<file path="src/rtl/alu_pkg.sv">
// Shared ALU encodings: op2 codes, R-type funct codes and main-control ALUOp values.
// Used by the issue stage, its control decoder and the ALU itself.
package alu_pkg;

  localparam logic [2:0] OP_AND = 3'd0;
  localparam logic [2:0] OP_OR  = 3'd1;
  localparam logic [2:0] OP_ADD = 3'd2;
  localparam logic [2:0] OP_SUB = 3'd3;
  localparam logic [2:0] OP_NOR = 3'd4;
  localparam logic [2:0] OP_SLT = 3'd5;

  localparam logic [5:0] FUNCT_ADD = 6'h20;
  localparam logic [5:0] FUNCT_SUB = 6'h22;
  localparam logic [5:0] FUNCT_AND = 6'h24;
  localparam logic [5:0] FUNCT_OR  = 6'h25;
  localparam logic [5:0] FUNCT_NOR = 6'h27;
  localparam logic [5:0] FUNCT_SLT = 6'h2A;

  localparam logic [1:0] ALUOP_ADD   = 2'b00;
  localparam logic [1:0] ALUOP_SUB   = 2'b01;
  localparam logic [1:0] ALUOP_RTYPE = 2'b10;

  typedef struct packed {
    logic [2:0] op2;
    logic       illegal;
  } alu_ctrl_t;

endpackage

</file>
<file path="src/rtl/alu_ctrl_decode.sv">
// Combinational ALUOp/funct -> op2 decoder; zero latency, no handshake.
// Unsupported combinations fall back to ADD and raise o_illegal.
module alu_ctrl_decode
  import alu_pkg::*;
(
  input  logic [1:0] i_aluop,
  input  logic [5:0] i_funct,
  output logic [2:0] o_op2,
  output logic       o_illegal
);

  alu_ctrl_t w_ctrl;

  always_comb begin
    w_ctrl = '{op2: OP_ADD, illegal: 1'b0};
    case (i_aluop)
      ALUOP_ADD: w_ctrl.op2 = OP_ADD;
      ALUOP_SUB: w_ctrl.op2 = OP_SUB;
      ALUOP_RTYPE: begin
        case (i_funct)
          FUNCT_AND: w_ctrl.op2 = OP_AND;
          FUNCT_OR:  w_ctrl.op2 = OP_OR;
          FUNCT_ADD: w_ctrl.op2 = OP_ADD;
          FUNCT_SUB: w_ctrl.op2 = OP_SUB;
          FUNCT_NOR: w_ctrl.op2 = OP_NOR;
          FUNCT_SLT: w_ctrl.op2 = OP_SLT;
          default:   w_ctrl.illegal = 1'b1;
        endcase
      end
      default: w_ctrl.illegal = 1'b1;
    endcase
  end

  assign o_op2     = w_ctrl.op2;
  assign o_illegal = w_ctrl.illegal;

endmodule

</file>
<file path="src/rtl/alu_issue_stage.sv">
// ID/EX issue stage: decode + operand-b select, one-cycle latency behind a 2-entry skid buffer.
// in_ready is registered (!skid valid); optional ALU_ISSUE_STATS_EN adds issue/stall counters.
module alu_issue_stage
  import alu_pkg::*;
#(
  parameter int DATA_W = 32,
  parameter int IMM_W  = 16
) (
  input  logic              clk,
  input  logic              rst,
  input  logic              flush,
  input  logic              in_valid,
  output logic              in_ready,
  input  logic [DATA_W-1:0] in_rs_data,
  input  logic [DATA_W-1:0] in_rt_data,
  input  logic [IMM_W-1:0]  in_imm,
  input  logic [1:0]        in_aluop,
  input  logic [5:0]        in_funct,
  input  logic              in_alusrc,
  input  logic [4:0]        in_rd,
  input  logic              in_regwrite,
  output logic              out_valid,
  input  logic              out_ready,
  output logic [DATA_W-1:0] out_a,
  output logic [DATA_W-1:0] out_b,
  output logic [2:0]        out_op2,
  output logic [4:0]        out_rd,
  output logic              out_regwrite,
  output logic              out_illegal
`ifdef ALU_ISSUE_STATS_EN
  ,
  output logic [31:0]       stat_issued,
  output logic [31:0]       stat_stall
`endif
);

  typedef struct packed {
    logic [DATA_W-1:0] a;
    logic [DATA_W-1:0] b;
    logic [2:0]        op2;
    logic [4:0]        rd;
    logic              regwrite;
    logic              illegal;
  } entry_t;

  entry_t            r_head, r_skid;
  logic              r_head_vld, r_skid_vld;
  entry_t            w_in;
  logic [2:0]        w_op2;
  logic              w_illegal;
  logic              w_head_free;
  logic [DATA_W-1:0] w_imm_ext;

  alu_ctrl_decode u_decode (
    .i_aluop   (in_aluop),
    .i_funct   (in_funct),
    .o_op2     (w_op2),
    .o_illegal (w_illegal)
  );

  assign w_imm_ext = {{(DATA_W-IMM_W){in_imm[IMM_W-1]}}, in_imm};

  always_comb begin
    w_in          = '0;
    w_in.a        = in_rs_data;
    w_in.b        = in_alusrc ? w_imm_ext : in_rt_data;
    w_in.op2      = w_op2;
    w_in.rd       = in_rd;
    w_in.regwrite = in_regwrite && !w_illegal;
    w_in.illegal  = w_illegal;
  end

  assign w_head_free = !r_head_vld || out_ready;

  // A full skid always drains into a free head first, so input is only taken while skid is empty.
  always_ff @(posedge clk) begin
    if (rst) begin
      r_head     <= '0;
      r_skid     <= '0;
      r_head_vld <= 1'b0;
      r_skid_vld <= 1'b0;
    end else if (flush) begin
      r_head_vld <= 1'b0;
      r_skid_vld <= 1'b0;
    end else if (w_head_free) begin
      if (r_skid_vld) begin
        r_head     <= r_skid;
        r_head_vld <= 1'b1;
        r_skid_vld <= 1'b0;
      end else if (in_valid) begin
        r_head     <= w_in;
        r_head_vld <= 1'b1;
      end else begin
        r_head_vld <= 1'b0;
      end
    end else if (in_valid && !r_skid_vld) begin
      r_skid     <= w_in;
      r_skid_vld <= 1'b1;
    end
  end

  assign in_ready     = !r_skid_vld;
  assign out_valid    = r_head_vld;
  assign out_a        = r_head.a;
  assign out_b        = r_head.b;
  assign out_op2      = r_head.op2;
  assign out_rd       = r_head.rd;
  assign out_regwrite = r_head.regwrite;
  assign out_illegal  = r_head.illegal;

`ifdef ALU_ISSUE_STATS_EN
  logic [31:0] r_stat_issued, r_stat_stall;

  always_ff @(posedge clk) begin
    if (rst) begin
      r_stat_issued <= '0;
      r_stat_stall  <= '0;
    end else begin
      if (r_head_vld && out_ready)  r_stat_issued <= r_stat_issued + 32'd1;
      if (r_head_vld && !out_ready) r_stat_stall  <= r_stat_stall + 32'd1;
    end
  end

  assign stat_issued = r_stat_issued;
  assign stat_stall  = r_stat_stall;
`endif

endmodule
</file>
<file path="config.mk">
export PLATFORM = sky130hd
export DESIGN_NAME = alu_issue_stage
export DESIGN_NICKNAME = d
export VERILOG_FILES = /design/src/rtl/alu_pkg.sv /design/src/rtl/alu_ctrl_decode.sv /design/src/rtl/alu_issue_stage.sv
export SDC_FILE = /design/constraint.sdc
export NUM_CORES = 1
export LEC_CHECK = 0
export ABC_AREA = 1
export CAP_MARGIN = 0
export CORE_ASPECT_RATIO = 0.5
export CORE_MARGIN = 2
export CORE_UTILIZATION = 35
export CTS_CLUSTER_DIAMETER = 100
export DETAILED_ROUTE_END_ITERATION = 16
export PLACE_DENSITY_LB_ADDON = 0.05
export SETUP_SLACK_MARGIN = 0.15
export SLEW_MARGIN = 20
export SYNTH_ARGS = -nofsm -noshare
export SYNTH_HDL_FRONTEND = slang
export SYNTH_SLANG_ARGS = --single-unit
</file>
<file path="constraint.sdc">
create_clock -name clk -period 1.4 [get_ports clk]
set_input_delay 0.28 -clock clk [delete_from_list [all_inputs] [get_ports clk]]
set_output_delay 0.28 -clock clk [all_outputs]
set_load 0.02 [all_outputs]
</file>
* Yosys cells after proc, flatten, opt, wreduce, memory -nomap -nowiden
Cells that the tools add are included.
** Word-level totals
- Bits in registers :: 150
- Bits of input ports :: 100
- Output and inout port bits :: 76
- Logic and storage cells :: 47
** Operators by class
- Eq/ne operators :: 8
- Muxes and demuxes :: 9
- Bitwise logic cells :: 2
- Reduce and logical (&&, ||, !) cells :: 14
** Operator list (number)
- two-way mux 74 bit :: 2
- equality test 6 bit (second input constant) :: 6
- two-way mux 32 bit :: 1
- case mux 3 bit (5 select lines) :: 1
- case mux 3 bit (2 select lines) :: 1
- AND reduction 3 bit :: 2
- OR reduction 6 bit :: 1
- OR reduction 2 bit :: 2
- zero test 1 bit :: 3
- two-way mux 1 bit :: 3
- OR reduction 3 bit :: 1
- equality test 2 x 1 -> 1 bit (second input constant) :: 1
- equality test 2 bit (second input constant) :: 1
- logical AND 1 bit :: 2
- zero test 2 bit :: 1
- inverter 1 bit :: 2
- case mux 1 bit (2 select lines) :: 1
- nonzero test 2 bit :: 1
- logical OR 1 bit :: 1

* Depth between registers and ports, before layout
- Depth after elaboration :: 8
- Mapped depth :: 10
- Depth with buffers taken out :: 9

* Cells and area by module
A second synthesis with hierarchy kept.
** Second synthesis, totals
- Cells, all modules :: 1310
- Area, all modules :: 7747.4 µm²
** Modules (own cells, without submodules)
- alu_issue_stage :: instances 1, cells an instance 1268, area each 7531.0 µm²
- alu_ctrl_decode :: instances 1, cells an instance 42, area each 216.5 µm²

* Least setup slack after synthesis
OpenSTA, ideal clock, no wires.
- Path kind :: register to register
- From :: register r_head_vld, in the netlist out_valid
- To :: register r_skid[63] (netlist name)
- Arrival time :: 1.285 ns
- Required time :: 1.281 ns
- Path slack :: -0.004 ns
- Cell stages (with the launch flop) :: 8
- Buffers on the path :: 2
- Cell sequence :: dfxtp_1 nand2_1 nor2_1 nand3_2 inv_2 buf_4 buf_2 a21oi_1
** On the way
- Word-level cells in the longest chain between the ends :: 4
** Ends and longest elaborated chain
- start: declaration :: line alu_issue_stage.sv:47 : logic r_head_vld, r_skid_vld;
- start signal: assignment :: line alu_issue_stage.sv:80 : r_head_vld <= 1'b0;
- start signal: assignment :: line alu_issue_stage.sv:83 : r_head_vld <= 1'b0;
- start signal: assignment :: line alu_issue_stage.sv:88 : r_head_vld <= 1'b1;
- zero test 1 bit :: line alu_issue_stage.sv:73 : assign w_head_free = !r_head_vld || out_ready;
- logical OR 1 bit :: line alu_issue_stage.sv:73
- inverter 1 bit (no line)
- AND reduction 3 bit (no line)
- end signal: assignment :: line alu_issue_stage.sv:97 : r_skid <= w_in;
- end: declaration :: line alu_issue_stage.sv:46 : entry_t r_head, r_skid;
No other way between the ends.
A chain may end at the register's enable or synchronous reset.

* Final worst setup path
- From :: register r_skid_vld
- To :: output in_ready
** On the way
- Word-level cells in the longest chain between the ends :: 1
** Ends and longest elaborated chain
- start: declaration :: line alu_issue_stage.sv:47
- start signal: assignment :: line alu_issue_stage.sv:81 : r_skid_vld <= 1'b0;
- start signal: assignment :: line alu_issue_stage.sv:84 : r_skid_vld <= 1'b0;
- start signal: assignment :: line alu_issue_stage.sv:89 : r_skid_vld <= 1'b0;
- zero test 1 bit :: line alu_issue_stage.sv:102 : assign in_ready = !r_skid_vld;
- end: declaration :: line alu_issue_stage.sv:13 : output logic in_ready,
No other way between the ends.

==> results.cfg <==
[placement]
post-dp-hpwl_mm = 11.8
dp.cells = 1230
placed_cell_area_um2 = 8510
io_buffers = 175
gp_congestion = 0.780

[final_layout]
n_antenna_cell = 0
stdcell_count = 1289
final_layout_size_suffix_gt1_frac = 0.208
num-fill-cells = 1641
final_cell_mix = nand2_1 (145), dfxtp_1 (145), a21oi_1 (117)
syn_to_final_growth_pct = 51.4
design_area_um2 = 9530
seq_area_um2 = 3010
fin_nets = 1146
multi_input_area_um2 = 2780

[timing]
min_period_over_period = 1.04
setup_viol = 1
tns_ns = -0.0506
worstMarginPinSlew_ns = 0.310
finalClockSkew_ns = 0.0110
fmax_mhz = 689
holdWs_ns = 0.365
slew_headroom = 0.793
setup_ws_ns = -0.0506
grt_setup_unrepaired = yes
drv_slew = 0
hold_viol = 0
period_minus_slack_ns = 1.45

[floorplanning]
die_area_um2 = 19100
rows = 34
dieHeight_um = 98.8
die_width_um = 194
io_pins = 176
core_area_um2 = 17500
start_util = 0.360

[global_route]
track_usage = 0.211
antenna_found_initial = 0
grt_max_degree = 67
grt_pass1_wl_mm = 32.3
gr-total-overflow = 0
grt_pass1_vias = 5996

[clocking]
cts_tree = built
cts-root-buf = clkbuf_16
htreeDepth = 4
clockBufferDepth = 2
numCtsBuffers = 17
cts_sinks = 150
clk_pin_slew_ns = 0.06
clkLatencyLatePin_ns = 0.42

[route]
via_per_inst = 4.87
wirelength_mm = 20.1
met2RoutedLength_mm = 9.09
wl_met3_um = 977
m1WireLength_mm = 9.85
top_layer = met4
drt_iter0_drc = 266
wl_per_cell_um = 15.6
vias = 6273
route.detailed.drc = 0
dr.pass1.iters = 4
detail-route-antenna-nets = 0

[power]
peakVddDrop_v = 0.000822
power.density_nw_per_um2 = 1140
p_leak_nw = 4.24

[worst_hold_path]
holdPathEnd = r_skid_vld$_SDFFE_PP0P_
hold_start = in_valid
min_path_type = input port to flop
min_path_cells = 4

[worst_setup_path]
worst_setup_path_end_kind = output pin
reg2regPathDepth = 8
r2r-end = out_b[8]$_SDFFE_PP0P_
path_class = flop to output pin
cp.required_ns = 1.12
worst-path-max-fanout = 4
cp_data_arrival_time_ns = 1.17
crit_path_start_kind = flop
reg2reg_slack_ns = 0.01
r2r-start = r_skid_vld$_SDFFE_PP0P_

[synthesis]
syn_area_um2 = 6290
syn_nets = 950
seq_area_frac_synth = 0.477
postSynthAreaPerCell_um2 = 7.43
synth_cell_types = 22
ys_seq_elements = 150
ys_warn_count = 0
synthCells = 847

[outcome]
status = finished, violations left
violations = setup timing

[job]
maxCapViolations = 0
what timing repair did:
item / in CTS / in global routing
buffers inserted: 14 / 1
setup endpoints to repair: 222 / 167
hold buffers: 0 / 0
hold endpoints to repair: 0 / 0
resized for setup: 358 / 66
pin swaps: 1 / 0
gates cloned: 12 / 1
report_power, final:
group / switching (W) / internal [W]
Sequential: 0.0000930 / 0.00445
Clock: 0.00184 / 0.00289
Combinational: 0.000795 / 0.000757
kinds of logic after synthesis:
family | share of synthesized area
multiplexers | 0.0268
flip-flops | 0.477
AO/OA/AOI/OAI | 0.254
buffers and inverters | 0.0913
AND/OR/NAND/NOR | 0.144
adder cells (fa/ha/maj) | 0.00597
worst max-delay path, cell delays in order (launching register included):
cell     delay (ns)
dfxtp_4        0.38
buf_12         0.12
inv_8          0.03
buf_8          0.11
buf_6          0.12
metal layers:
| metal | vias up | track usage |
|---|---|---|
| met5 | - | 0 |
| met4 | 0 | 0.0499 |
| met3 | 14 | 0.0520 |
| met2 | 142 | 0.339 |
| met1 | 2883 | 0.287 |
| li1 | 3234 | - |
metrics by stage:
| step | total power (W) | setup slack (ns) | utilization |
|---|---|---|---|
| after global placement | 0.00614 | -0.368 | 0.487 |
| final | 0.0108 | -0.0506 | 0.545 |
| after CTS | 0.0109 | -0.0600 | 0.537 |
| after detailed placement | 0.00614 | -0.426 | 0.487 |
| after floorplan | 0.00533 | 0.167 | - |
| after global routing | 0.0113 | -0.0961 | 0.545 |
sequential cells by signal, indices dropped and copies added (netlist names):
register	count
r_skid_vld	1
out_illegal	1
out_regwrite	1
out_b	32
out_valid	1
out_op2	3
r_skid	74
out_a	32
out_rd	5
worst max path at each step:
stage | slack, ns | cells after the start | end | start
final | -0.05 | 4 | in_ready | r_skid_vld$_SDFFE_PP0P_
after global routing | -0.1 | 4 | in_ready | r_skid_vld$_SDFFE_PP0P_
after CTS | -0.06 | 4 | in_ready | r_skid_vld$_SDFFE_PP0P_
after detailed placement | -0.43 | 10 | r_skid[14]$_SDFFE_PP0P_ | out_ready
after global placement | -0.37 | 10 | r_skid[21]$_SDFFE_PP0P_ | out_ready
after floorplan | 0.17 | 7 | r_skid[43]$_SDFFE_PP0P_ | out_valid$_SDFFE_PP0P_
cells in the mapped netlist:
master	number	area share
dfxtp_1	150	0.48
nand2_1	147	0.088
o21ai_0	132	0.11
a21oi_1	122	0.097
nor2_1	67	0.040
inv_1	65	0.039
a31oi_1	37	0.037
clkbuf_1	31	0.018
buf_2	27	0.021
o21ai_1	18	0.014
mux2_2	15	0.027
nand3_1	13	0.010
buf_4	7	0.0084
buf_1	3	0.0018
ha_1	3	0.0060
inv_2	3	0.0018
nand3_2	2	0.0032
a211oi_1	1	0.0012
clkinv_1	1	0.00060
nand4_1	1	0.0010
nor2_2	1	0.0010
nor4_1	1	0.0010
layout make-up:
cell class	instances	area share
clock buffers	20	0.0479
clock inverters	11	0.0159
inverters	69	0.0302
multi-input cells	560	0.292
flip-flops and latches	150	0.316
well taps	234	0.0307
repair buffers	244	0.265
repair inverters	1	0.00171
Power figures use the tool's default switching activity.
